File: config.mk
export PLATFORM = sky130hd
export DESIGN_NAME = boot_stream_unpacker_flat
export DESIGN_NICKNAME = d
export VERILOG_FILES = /design/src/rtl/boot_stream_pkg.sv /design/src/rtl/boot_stream_unpacker_if.sv /design/src/rtl/boot_word_fifo.sv /design/src/rtl/boot_stream_unpacker.sv /design/src/flat_wrapper.sv
export SDC_FILE = /design/constraint.sdc
export NUM_CORES = 1
export LEC_CHECK = 0
export BUFFER_PORTS_ARGS = -buffer_cell sky130_fd_sc_hd__buf_2
export CAP_MARGIN = 20
export CORE_UTILIZATION = 61
export CTS_CLUSTER_DIAMETER = 80
export DETAILED_ROUTE_END_ITERATION = 10
export GPL_TIMING_DRIVEN = 0
export PLACE_DENSITY = 0.8
export SLEW_MARGIN = 25
export SYNTH_ARGS = -nofsm -noshare
export SYNTH_HDL_FRONTEND = slang
export SYNTH_SLANG_ARGS = --single-unit
File: constraint.sdc
create_clock -name clk -period 10.74 [get_ports clk]
set_input_delay 0.537 -clock clk [delete_from_list [all_inputs] [get_ports clk]]
set_output_delay 0.537 -clock clk [all_outputs]
set_load 0.01 [all_outputs]
File: src/rtl/boot_stream_pkg.sv
// boot_stream_pkg
//   Shared definitions for the boot stream unpacker slice:
//   - SYNC_BYTE_DEFAULT : default marker byte for the sync-hunt build
//   - in_state_t        : host-side handshake FSM states
//   - bytes_per_word()  : bytes carried by one boot word of a given width
package boot_stream_pkg;

  localparam logic [7:0] SYNC_BYTE_DEFAULT = 8'h4E;

  typedef enum logic [1:0] {
    IDLE    = 2'd0,
    ACK     = 2'd1,
    WAITLOW = 2'd2
  } in_state_t;

  function automatic int bytes_per_word(input int word_w);
    return word_w / 8;
  endfunction

endpackage

File: src/rtl/boot_stream_unpacker_if.sv
// boot_stream_unpacker_if
//   Bundles the host word handshake and the byte output handshake.
//   Ports (as seen from the slave / unpacker side):
//     in_req    in   host presents a word on in_data
//     in_data   in   boot word, byte 0 in bits [7:0]
//     in_ack    out  one-cycle accept pulse
//     out_valid out  out_data holds a byte
//     out_data  out  output byte
//     out_ready in   consumer accepts the byte
//
//   Handshakes:
//     Host side is a four-phase req/ack: the host raises in_req with in_data
//     stable, the unpacker answers with a single in_ack pulse, and the host
//     must drop in_req (keeping in_data stable through the ack cycle) before
//     the next word can be accepted.
//     Byte side is strict valid/ready: a byte transfers on every clock edge
//     where out_valid && out_ready; while out_valid is high and out_ready is
//     low, out_valid and out_data do not change.
interface boot_stream_unpacker_if #(
  parameter int WORD_W = 32
);
  logic              in_req;
  logic [WORD_W-1:0] in_data;
  logic              in_ack;
  logic              out_valid;
  logic [7:0]        out_data;
  logic              out_ready;

  modport master (
    output in_req, in_data, out_ready,
    input  in_ack, out_valid, out_data
  );

  modport slave (
    input  in_req, in_data, out_ready,
    output in_ack, out_valid, out_data
  );
endinterface

File: src/rtl/boot_word_fifo.sv
// boot_word_fifo
//   Single-clock synchronous word FIFO, DEPTH must be a power of two.
//   Ports:
//     clk, reset  clock and synchronous active-high reset (empties the FIFO)
//     push        write push_data (ignored when full)
//     push_data   word to write
//     pop         drop the head word (ignored when empty)
//     pop_data    current head word (valid while !empty)
//     full/empty  occupancy flags
//   Push and pop in the same cycle are both honoured.
module boot_word_fifo #(
  parameter int WORD_W = 32,
  parameter int DEPTH  = 8
) (
  input  logic              clk,
  input  logic              reset,
  input  logic              push,
  input  logic [WORD_W-1:0] push_data,
  input  logic              pop,
  output logic [WORD_W-1:0] pop_data,
  output logic              full,
  output logic              empty
);
  localparam int AW = (DEPTH > 1) ? $clog2(DEPTH) : 1;

  logic [WORD_W-1:0] mem [DEPTH];
  logic [AW-1:0]     wr_ptr;
  logic [AW-1:0]     rd_ptr;
  logic [AW:0]       count;
  logic              push_ok;
  logic              pop_ok;

  assign full     = (count == (AW+1)'(DEPTH));
  assign empty    = (count == '0);
  assign push_ok  = push && !full;
  assign pop_ok   = pop && !empty;
  assign pop_data = mem[rd_ptr];

  always_ff @(posedge clk) begin
    if (push_ok) mem[wr_ptr] <= push_data;
  end

  always_ff @(posedge clk) begin
    if (reset) begin
      wr_ptr <= '0;
      rd_ptr <= '0;
      count  <= '0;
    end else begin
      if (push_ok) wr_ptr <= wr_ptr + 1'b1;
      if (pop_ok)  rd_ptr <= rd_ptr + 1'b1;
      case ({push_ok, pop_ok})
        2'b10:   count <= count + 1'b1;
        2'b01:   count <= count - 1'b1;
        default: count <= count;
      endcase
    end
  end
endmodule

File: src/rtl/boot_stream_unpacker.sv
// boot_stream_unpacker
//   Accepts boot words from the control CPU over a req/ack handshake, buffers
//   them in a word FIFO, truncates the stream at the programmed ROM size and
//   serialises it little-endian into a valid/ready byte stream.
//   Ports:
//     clk, reset    single clock, synchronous active-high reset
//     rom_size      bytes to deliver, latched on the first accepted word
//     bus (slave)   in_req/in_data/in_ack and out_valid/out_data/out_ready
//     bytes_loaded  bytes accepted from the host, capped at the ROM size
//     done          every byte delivered or dropped; sticky until reset
//     fifo_full     FIFO full flag
//     in_state      host handshake FSM state (debug)
//   Build option: BOOT_SYNC_HUNT_EN drops bytes after reset until the first
//   byte equal to SYNC_BYTE; dropped bytes still count toward the ROM size.
module boot_stream_unpacker
  import boot_stream_pkg::*;
#(
  parameter int WORD_W = 32,
  parameter int DEPTH  = 8,
  parameter int SIZE_W = 32
`ifdef BOOT_SYNC_HUNT_EN
  ,
  parameter logic [7:0] SYNC_BYTE = SYNC_BYTE_DEFAULT
`endif
) (
  input  logic                 clk,
  input  logic                 reset,
  input  logic [SIZE_W-1:0]    rom_size,
  boot_stream_unpacker_if.slave bus,
  output logic [SIZE_W-1:0]    bytes_loaded,
  output logic                 done,
  output logic                 fifo_full,
  output in_state_t            in_state
);
  localparam int BPW = bytes_per_word(WORD_W);
  localparam int IW  = (BPW > 1) ? $clog2(BPW) : 1;
  localparam logic [IW-1:0] LAST_IDX = IW'(BPW - 1);

  // ---------------- host side ----------------
  logic              in_ack_q;
  logic [SIZE_W-1:0] size_latched;
  logic              size_valid;
  logic [SIZE_W-1:0] remaining;
  logic [SIZE_W-1:0] load_step;
  logic              push;

  assign remaining = size_latched - bytes_loaded;
  assign load_step = (remaining >= SIZE_W'(BPW)) ? SIZE_W'(BPW) : remaining;
  // Words past the ROM size are still acked so the host never stalls on them.
  assign push      = (in_state == ACK) && (bytes_loaded < size_latched);
  assign bus.in_ack = in_ack_q;

  always_ff @(posedge clk) begin
    if (reset) begin
      in_state     <= IDLE;
      in_ack_q     <= 1'b0;
      bytes_loaded <= '0;
      size_latched <= '0;
      size_valid   <= 1'b0;
    end else begin
      case (in_state)
        IDLE: begin
          // Full is checked here; nothing else pushes before the ACK cycle,
          // so the accept decision cannot be invalidated.
          if (bus.in_req && !fifo_full) begin
            in_state <= ACK;
            in_ack_q <= 1'b1;
            if (!size_valid) begin
              size_latched <= rom_size;
              size_valid   <= 1'b1;
            end
          end
        end
        ACK: begin
          in_ack_q     <= 1'b0;
          bytes_loaded <= bytes_loaded + load_step;
          in_state     <= WAITLOW;
        end
        WAITLOW: begin
          if (!bus.in_req) in_state <= IDLE;
        end
        default: begin
          in_state <= IDLE;
          in_ack_q <= 1'b0;
        end
      endcase
    end
  end

  // ---------------- word FIFO ----------------
  logic [WORD_W-1:0] fifo_head;
  logic              fifo_empty;
  logic              take_word;

  boot_word_fifo #(.WORD_W(WORD_W), .DEPTH(DEPTH)) u_fifo (
    .clk       (clk),
    .reset     (reset),
    .push      (push),
    .push_data (bus.in_data),
    .pop       (take_word),
    .pop_data  (fifo_head),
    .full      (fifo_full),
    .empty     (fifo_empty)
  );

  // ---------------- unpacker ----------------
  // word_reg holds the word being serialised; nxt_idx is the next byte to
  // issue from it and word_live says bytes remain. One byte slot is processed
  // per cycle whenever the output register is free; a slot beyond the ROM
  // size is consumed silently.
  logic [WORD_W-1:0] word_reg;
  logic [IW-1:0]     nxt_idx;
  logic              word_live;
  logic              out_valid_q;
  logic [7:0]        out_data_q;
  logic [SIZE_W-1:0] out_cnt;
  logic              slot_free;
  logic              issue;
  logic              in_budget;
  logic              emit;
  logic [7:0]        issue_byte;

  assign slot_free  = !out_valid_q || bus.out_ready;
  assign take_word  = slot_free && !word_live && !fifo_empty;
  assign issue      = slot_free && (word_live || !fifo_empty);
  assign issue_byte = word_live ? word_reg[{nxt_idx, 3'b000} +: 8] : fifo_head[7:0];
  assign in_budget  = (out_cnt < size_latched);

`ifdef BOOT_SYNC_HUNT_EN
  logic synced;
  assign emit = issue && in_budget && (synced || (issue_byte == SYNC_BYTE));

  always_ff @(posedge clk) begin
    if (reset)     synced <= 1'b0;
    else if (emit) synced <= 1'b1;
  end
`else
  assign emit = issue && in_budget;
`endif

  assign bus.out_valid = out_valid_q;
  assign bus.out_data  = out_data_q;

  always_ff @(posedge clk) begin
    if (reset) begin
      word_reg    <= '0;
      nxt_idx     <= '0;
      word_live   <= 1'b0;
      out_valid_q <= 1'b0;
      out_data_q  <= '0;
      out_cnt     <= '0;
      done        <= 1'b0;
    end else begin
      if (slot_free) begin
        out_valid_q <= emit;
        if (emit) out_data_q <= issue_byte;
      end
      if (issue && in_budget) out_cnt <= out_cnt + 1'b1;
      if (take_word) begin
        // Byte 0 of the popped word is issued this cycle.
        word_reg  <= fifo_head;
        nxt_idx   <= IW'(1);
        word_live <= (BPW > 1);
      end else if (slot_free && word_live) begin
        nxt_idx <= nxt_idx + 1'b1;
        if (nxt_idx == LAST_IDX) word_live <= 1'b0;
      end
      if (size_valid && (out_cnt == size_latched) && !out_valid_q) done <= 1'b1;
    end
  end
endmodule

File: src/flat_wrapper.sv
// flat-port wrapper written by rule: the top's interface ports become plain ports
module boot_stream_unpacker_flat import boot_stream_pkg::*;
#(
  parameter int WORD_W = 32,
  parameter int DEPTH  = 8,
  parameter int SIZE_W = 32

)
  (clk, reset, rom_size, bytes_loaded, done, fifo_full, in_state, bus_in_req, bus_in_data, bus_out_ready, bus_in_ack, bus_out_valid, bus_out_data);
  boot_stream_unpacker_if #(.WORD_W(WORD_W)) bus_i ();
  input  logic clk;
  input  logic reset;
  input  logic [SIZE_W-1:0] rom_size;
  output logic [SIZE_W-1:0] bytes_loaded;
  output logic done;
  output logic fifo_full;
  output in_state_t in_state;
  input wire logic [$bits(bus_i.in_req)-1:0] bus_in_req;
  input wire logic [$bits(bus_i.in_data)-1:0] bus_in_data;
  input wire logic [$bits(bus_i.out_ready)-1:0] bus_out_ready;
  output wire logic [$bits(bus_i.in_ack)-1:0] bus_in_ack;
  output wire logic [$bits(bus_i.out_valid)-1:0] bus_out_valid;
  output wire logic [$bits(bus_i.out_data)-1:0] bus_out_data;
  assign bus_i.in_req = bus_in_req;
  assign bus_i.in_data = bus_in_data;
  assign bus_i.out_ready = bus_out_ready;
  assign bus_in_ack = bus_i.in_ack;
  assign bus_out_valid = bus_i.out_valid;
  assign bus_out_data = bus_i.out_data;
  boot_stream_unpacker #(.WORD_W(WORD_W), .DEPTH(DEPTH), .SIZE_W(SIZE_W)) u_core (.clk(clk), .reset(reset), .rom_size(rom_size), .bus(bus_i), .bytes_loaded(bytes_loaded), .done(done), .fifo_full(fifo_full), .in_state(in_state));
endmodule
==> summary.md, run 1 <==
| Metric | Value |
|---|---|
| Run status | `finished, final reports clean` |
| Most used DFF post-synth | `edfxtp_1` |
| Leakage | `~8.6 nW` |
| CP peak stage delay | `around 520 ps` |
| Area Growth Syn to Fin | `14.4%` |
| Yosys warning count | `0` |
| Max-cap viol count | `0` |
| CP arrival | `7840 ps` |
| Internal cell power | `3.47 mW` |
| Min-Delay Startpoint | `rom_size[17]` |
| Avg WL per Cell | `22.6 um` |
| Setup repair after global routing missed its margin | `no` |
| Total chip power | `about 5.4 mW` |
| Final Setup Violations | `0` |
| Number of global-route vias before repair | `around 15000` |
| Full die area | `0.0343 sq mm` |
| Critical path class | `reg2reg` |
| Final core utilization | `a little under three quarters` |
| Largest Register | `u_core.u_fifo.mem` |
| Die X | `between 150 and 200 um` |
| PnR worst setup slack | `~3300 ps` |
| Initial antenna violation count | `2` |
| DRC violations left | `0` |
| IO buf count | `between 100 and 150` |
| Placeable core area | `roughly 0.033 sq mm` |
| Clk_lat worst skew | `570 ps` |
| Depth of the CTS H-tree | `2` |
| Worst-margin pin slew | `1130 ps` |
| Antenna viol nets, final | `0` |
| GPL Wtd Cong | `around 0.94` |
| Clock transition at path regs | `~60 ps` |
| Starting Density | `~62%` |
| Row cnt | `66` |
| Share of cells above drive strength 1 | `between 10% and 20%` |
| Clock Tree Buf Depth | `3` |
| Top cells by count, synth | `edfxtp_1 (256), a21oi_1 (165), nand2_1 (165), dfxtp_1 (158), nor2_1 (157)` |
| FF+latch count, synth | `between 400 and 500` |
| Crit path launch type | `flop` |
| Initial DRC Count | `between 1000 and 1500` |
| Post-Syn Area | `a little over 0.02 sq mm` |
| CTS root buf | `clkbuf_16` |
| Largest net degree at the start of global routing | `20` |
| DR vias/cell | `between 6 and 7` |
| Final Skew | `just over 30 ps` |
| Die H | `~190 um` |
| Crit end category | `flop` |
| Routed WL | `between 50000 and 60000 um` |
| Pre-CTS setup slack | `~3500 ps` |
| Avg Inst Size Synth | `11.3 sq um` |
| Nets | `~2200` |
| Detailed placement HPWL | `~39000 um` |
| Area contributors post-synth | `edfxtp_1 (38%), dfxtp_1 (15%), mux4_2 (7.9%)` |
| Final hold vios | `0` |
| Post-cts repair resize count | `0` |
| Register area share after synthesis | `a little over half` |
| Count leader, synth | `edfxtp_1` |
| First-pass GRT wire length | `roughly 85000 um` |
| Worst Setup SP | `u_core.bytes_loaded[13]` |
| Placement Cell Area | `between 0.02 and 0.025 sq mm` |
| Post-synth EDFFs | `256` |
| Switch Pwr | `roughly 2.0 mW` |
| Clock share of power | `27.8%` |
| CTS sink count | `a little over 400` |
| CP max FO | `9` |
| Cts bufs inserted | `between 40 and 50` |
| CTS tree | `done` |
| Seq pwr share | `a little over a third` |
| Overflow after GRT | `0` |
| FMAX | `about 140 MHz` |
| Comb power frac | `between 30% and 40%` |
| CP required | `11180 ps` |
| Switching Share | `roughly 36%` |
| Gr usage total | `between 30% and 40%` |
| Synth unique cells | `76` |
| Mapped Cells | `between 1500 and 2000` |
| Minimum clock period | `about 7400 ps` |
| Post-CTS Setup Bufs | `0` |
| Rel. slew slack | `between 20% and 30%` |
| Pre-antenna DRT Iters | `7` |
| Worst R2R Start | `u_core.bytes_loaded[13]` |
| Setup TNS | `0 ps` |
| Pins Over Slew Limit | `0` |
| Max VDD drop | `approximately 0.15 mV` |
| Synth top area share | `between 30% and 40%` |
| Final worst-path cycle share | `69.0%` |
| Hold_buf cts | `0` |
| # IOs | `approximately 110` |
| Pwr/cell area | `232 mW/mm^2` |
| HP Class | `in2reg` |
| Fraction of registers with async set/reset | `0%` |
| Via count | `around 16000` |
| Synth area leader | `edfxtp_1` |
| Crit-path slowest cell | `or3b_2` |
| Final Cell Area | `around 0.023 sq mm` |
| Max reg flops | `approximately 260` |
power by group through the flow:
stage	registers (mW)	logic (mW)	clock network, mW
CTS	1.94	1.94	1.52
floorplan	1.95	1.40	0
global placement	1.97	1.83	0
finish	1.95	1.97	1.51
global route	1.96	2.14	1.57
detailed placement	1.97	1.89	0
kinds of logic after synthesis:
logic type	after synthesis	share of synthesized area, %
muxes	113	9.94
xor gates and xnor gates	65	2.78
and+or+nand+nor	537	12.4
DFF	414	53.1
AOI/OAI and AO/OA	391	12.0
other	1	0.0183
buffers and inverters	179	3.32
adders and majority gates	104	6.47
cells in the final DEF (no fill, tap or decap), drive strengths merged, types with 13 or more instances in the layout:
cell type	n
nor2	157
a211oi	39
nand3	37
and3	13
a31oi	13
clkbuf	117
mux2i	40
nor2b	15
edfxtp	256
nand4	34
o21ai	68
conb	28
inv	96
mux4	72
a21o	28
buf	152
dfxtp	158
nand2	165
nand2b	22
nor3	25
ha	101
xor2	27
or3	19
xnor2	38
clkinv	19
a21oi	165
critical path, delay by kind of cell, from the launching register on:
| family | cells | cell delay [ps] |
|---|---|---|
| AOI/OAI and AO/OA | 13 | 2920 |
| xor gates and xnor gates | 2 | 320 |
| adders and majority gates | 2 | 700 |
| buffers and inverters | 2 | 320 |
| DFF | 1 | 370 |
| and+or+nand+nor | 10 | 2650 |
cell type report:
cell class | count | area, sq um
flip-flops and latches | 414 | 10900
multi-input cells | 1238 | 9070
plain buffers | 85 | 328
clock buffers | 49 | 1100
inverters | 94 | 353
fillers | 2303 | 9400
diodes | 1 | 2.50
well taps | 442 | 553
repair buffers | 135 | 815
clock inverters | 29 | 314
through the flow:
step,hold slack [ps],instances
after global routing,225,2487
after floorplan,453,1831
after global placement,459,2386
after CTS,207,2486
final,220,2487
after detailed placement,469,2408
routing by layer:
layer	share of wire, %	track usage (%)	up-vias
met3	6.5	4.21	174
met1	38	40.1	7663
met2	50	58.3	719
li1	-	-	7087
met5	0.023	0	-
met4	4.6	15.9	2
worst paths after layout:
| kind | depth (start not counted) | to | slack, ps |
|---|---|---|---|
| worst max-delay path | 29 | u_core.bytes_loaded[30] | 3330 |
| worst min-delay path | 3 | u_core.size_latched[17] | 220 |
| worst max register to register | 29 | u_core.bytes_loaded[30] | 3330 |
| worst min register to register | 2 | u_core.bus.in_ack | 480 |
(Power assumes the default switching activity.)
==> inputs of run 2 (changes only) <==
- clock period: 10.74 -> 7.7 ns (I/O delays scaled with it)
==> summary.md, run 2 (synthesis gave the netlist of run 1 again) <==
| Metric | Value |
|---|---|
| Run status | `finished, final reports clean` |
| Pwr/cell area | `324 mW/mm^2` |
| Worst R2R Start | `u_core.bytes_loaded[13]` |
| DR vias/cell | `between 6 and 7` |
| DRC violations left | `0` |
| CTS tree | `done` |
| Final Non-Filler Cells | `between 2000 and 2500` |
| Metal2 WL | `approximately 28000 um` |
| Routed WL | `~56000 um` |
| Via count | `roughly 16000` |
| # IOs | `around 110` |
| Placement Cell Area | `between 0.02 and 0.025 sq mm` |
| CP required | `between 8000 and 9000 ps` |
| Topmost layer with routed signal wires | `met5` |
| Pre-antenna DRT Iters | `5` |
| Die H | `185 um` |
| Final core utilization | `about 71%` |
| Row cnt | `66` |
| Most frequent cells in the layout | `edfxtp_1 (256), a21oi_1 (165), nand2_1 (165), dfxtp_1 (158), nor2_1 (153)` |
| Commonest non-fill, non-tap cell in the layout | `edfxtp_1` |
| Overflow after GRT | `0` |
| Worst reg-to-reg setup slack | `roughly 500 ps` |
| Hold slack | `64.6 ps` |
| Final hold vios | `0` |
| Minimum clock period | `about 7200 ps` |
| Largest net degree at the start of global routing | `20` |
| Starting Density | `approximately 62%` |
| Clock Tree Buf Depth | `3` |
| CP max FO | `9` |
| Worst-margin pin slew | `1170 ps` |
| Max VDD drop | `approximately 0.21 mV` |
| CTS sink count | `a little over 400` |
| CTS root buf | `clkbuf_16` |
| Clock transition at path regs | `roughly 60 ps` |
| R2r endpoint | `u_core.bytes_loaded[30]` |
| Fillers | `2303` |
| First-pass GRT wire length | `~85000 um` |
| Min-Delay Path Depth | `3` |
| Initial DRC Count | `1266` |
| HP Class | `in2reg` |
| CP arrival | `around 7600 ps` |
| Share of cells above drive strength 1 | `between 10% and 20%` |
| Initial antenna violation count | `2` |
| Placed cell count | `2408` |
| Die X | `between 150 and 200 um` |
| Largest Register | `u_core.u_fifo.mem` |
| Antenna viol nets, final | `0` |
| Avg WL per Cell | `roughly 23 um` |
| CP peak stage delay | `approximately 520 ps` |
| Max-cap viol count | `0` |
| Full die area | `approximately 0.034 sq mm` |
| IO buf count | `about 110` |
| Metal-1 WL | `about 22000 um` |
| Crit-path slowest cell | `or3b_2` |
| Met3 WL | `3630 um` |
| Pins Over Slew Limit | `0` |
| Setup repair after global routing missed its margin | `no` |
| Final worst-path cycle share | `between 90 and 100%` |
| Leakage | `roughly 8.6 nW` |
| WHS Endpoint | `u_core.size_latched[17]` |
| R2R depth | `29` |
| Placeable core area | `about 0.033 sq mm` |
| Number of global-route vias before repair | `15259` |
| Detailed placement HPWL | `a little under 40000 um` |
| Depth of the CTS H-tree | `2` |
| Max reg flops | `approximately 260` |
| GPL Wtd Cong | `0.940` |
| Area Growth Syn to Fin | `14.4%` |
| Critical path class | `reg2reg` |
| Final Setup Violations | `0` |
| Final Cell Area | `roughly 0.023 sq mm` |
| Crit end category | `flop` |
| Gr usage total | `between 30% and 40%` |
| Min-Delay Startpoint | `rom_size[17]` |
| Final Skew | `a little under 30 ps` |
| Crit path launch type | `flop` |
| Cts bufs inserted | `42` |
| FMAX | `~140 MHz` |
| Nets | `around 2200` |
| Rel. slew slack | `about a fifth` |
| Clk_lat worst skew | `approximately 570 ps` |
| Setup TNS | `0 ps` |
run 2: cell type report:
cell class              count  area, sq um  area share (%)
flip-flops and latches    414        10900            46.4
diodes                      1         2.50          0.0107
inverters                  94          353            1.51
plain buffers              85          328            1.40
multi-input cells        1238         9080            38.8
repair buffers            135          815            3.48
well taps                 442          553            2.36
clock buffers              49         1100            4.70
clock inverters            29          314            1.34
run 2: critical path: cells and delay by family (launching register included):
kind | cells | cell delay [ps]
AO/OA/AOI/OAI | 13 | 2700
AND/OR/NAND/NOR | 10 | 2650
adder cells (fa/ha/maj) | 2 | 700
flip-flops | 1 | 380
buffers and inverters | 2 | 320
XOR/XNOR | 2 | 320
run 2: metrics by stage:
stage,worst slack (ps),total power [mW]
CTS,416,7.52
detailed placement,456,5.40
finish,503,7.57
floorplan,1560,4.66
global placement,-1140,5.30
global route,12.1,7.91
run 2: worst max-delay path by stage:
stage | end | from | depth (start not counted) | slack [ps]
after global routing | u_core.bytes_loaded[30] | u_core.bytes_loaded[11] | 29 | 10
final | u_core.bytes_loaded[30] | u_core.bytes_loaded[13] | 29 | 500
after global placement | u_core.u_fifo.mem[4][3] | u_core.bytes_loaded[13] | 15 | -1140
after detailed placement | u_core.bytes_loaded[30] | u_core.bytes_loaded[13] | 29 | 460
after CTS | u_core.bytes_loaded[30] | u_core.bytes_loaded[13] | 29 | 420
after floorplan | u_core.u_fifo.mem[4][0] | u_core.bytes_loaded[13] | 15 | 1560
run 2: report_power, final:
part / switching [mW] / internal, mW
clock network: 0.900 / 1.20
logic: 1.68 / 1.07
registers: 0.158 / 2.56
total: 2.74 / 4.84
run 2: layer usage:
metal | up-vias | track usage, %
li1 | 7086 | -
met1 | 7624 | 40.1
met2 | 715 | 58.3
met3 | 179 | 4.21
met4 | 2 | 15.9
met5 | - | 0
run 2: what timing repair did:
action | 4_1_cts | 5_1_grt
hold buffers | 0 | 0
setup buffers | 0 | 0
gates resized for setup | 0 | 2
endpoints found under the setup margin | 0 | 2
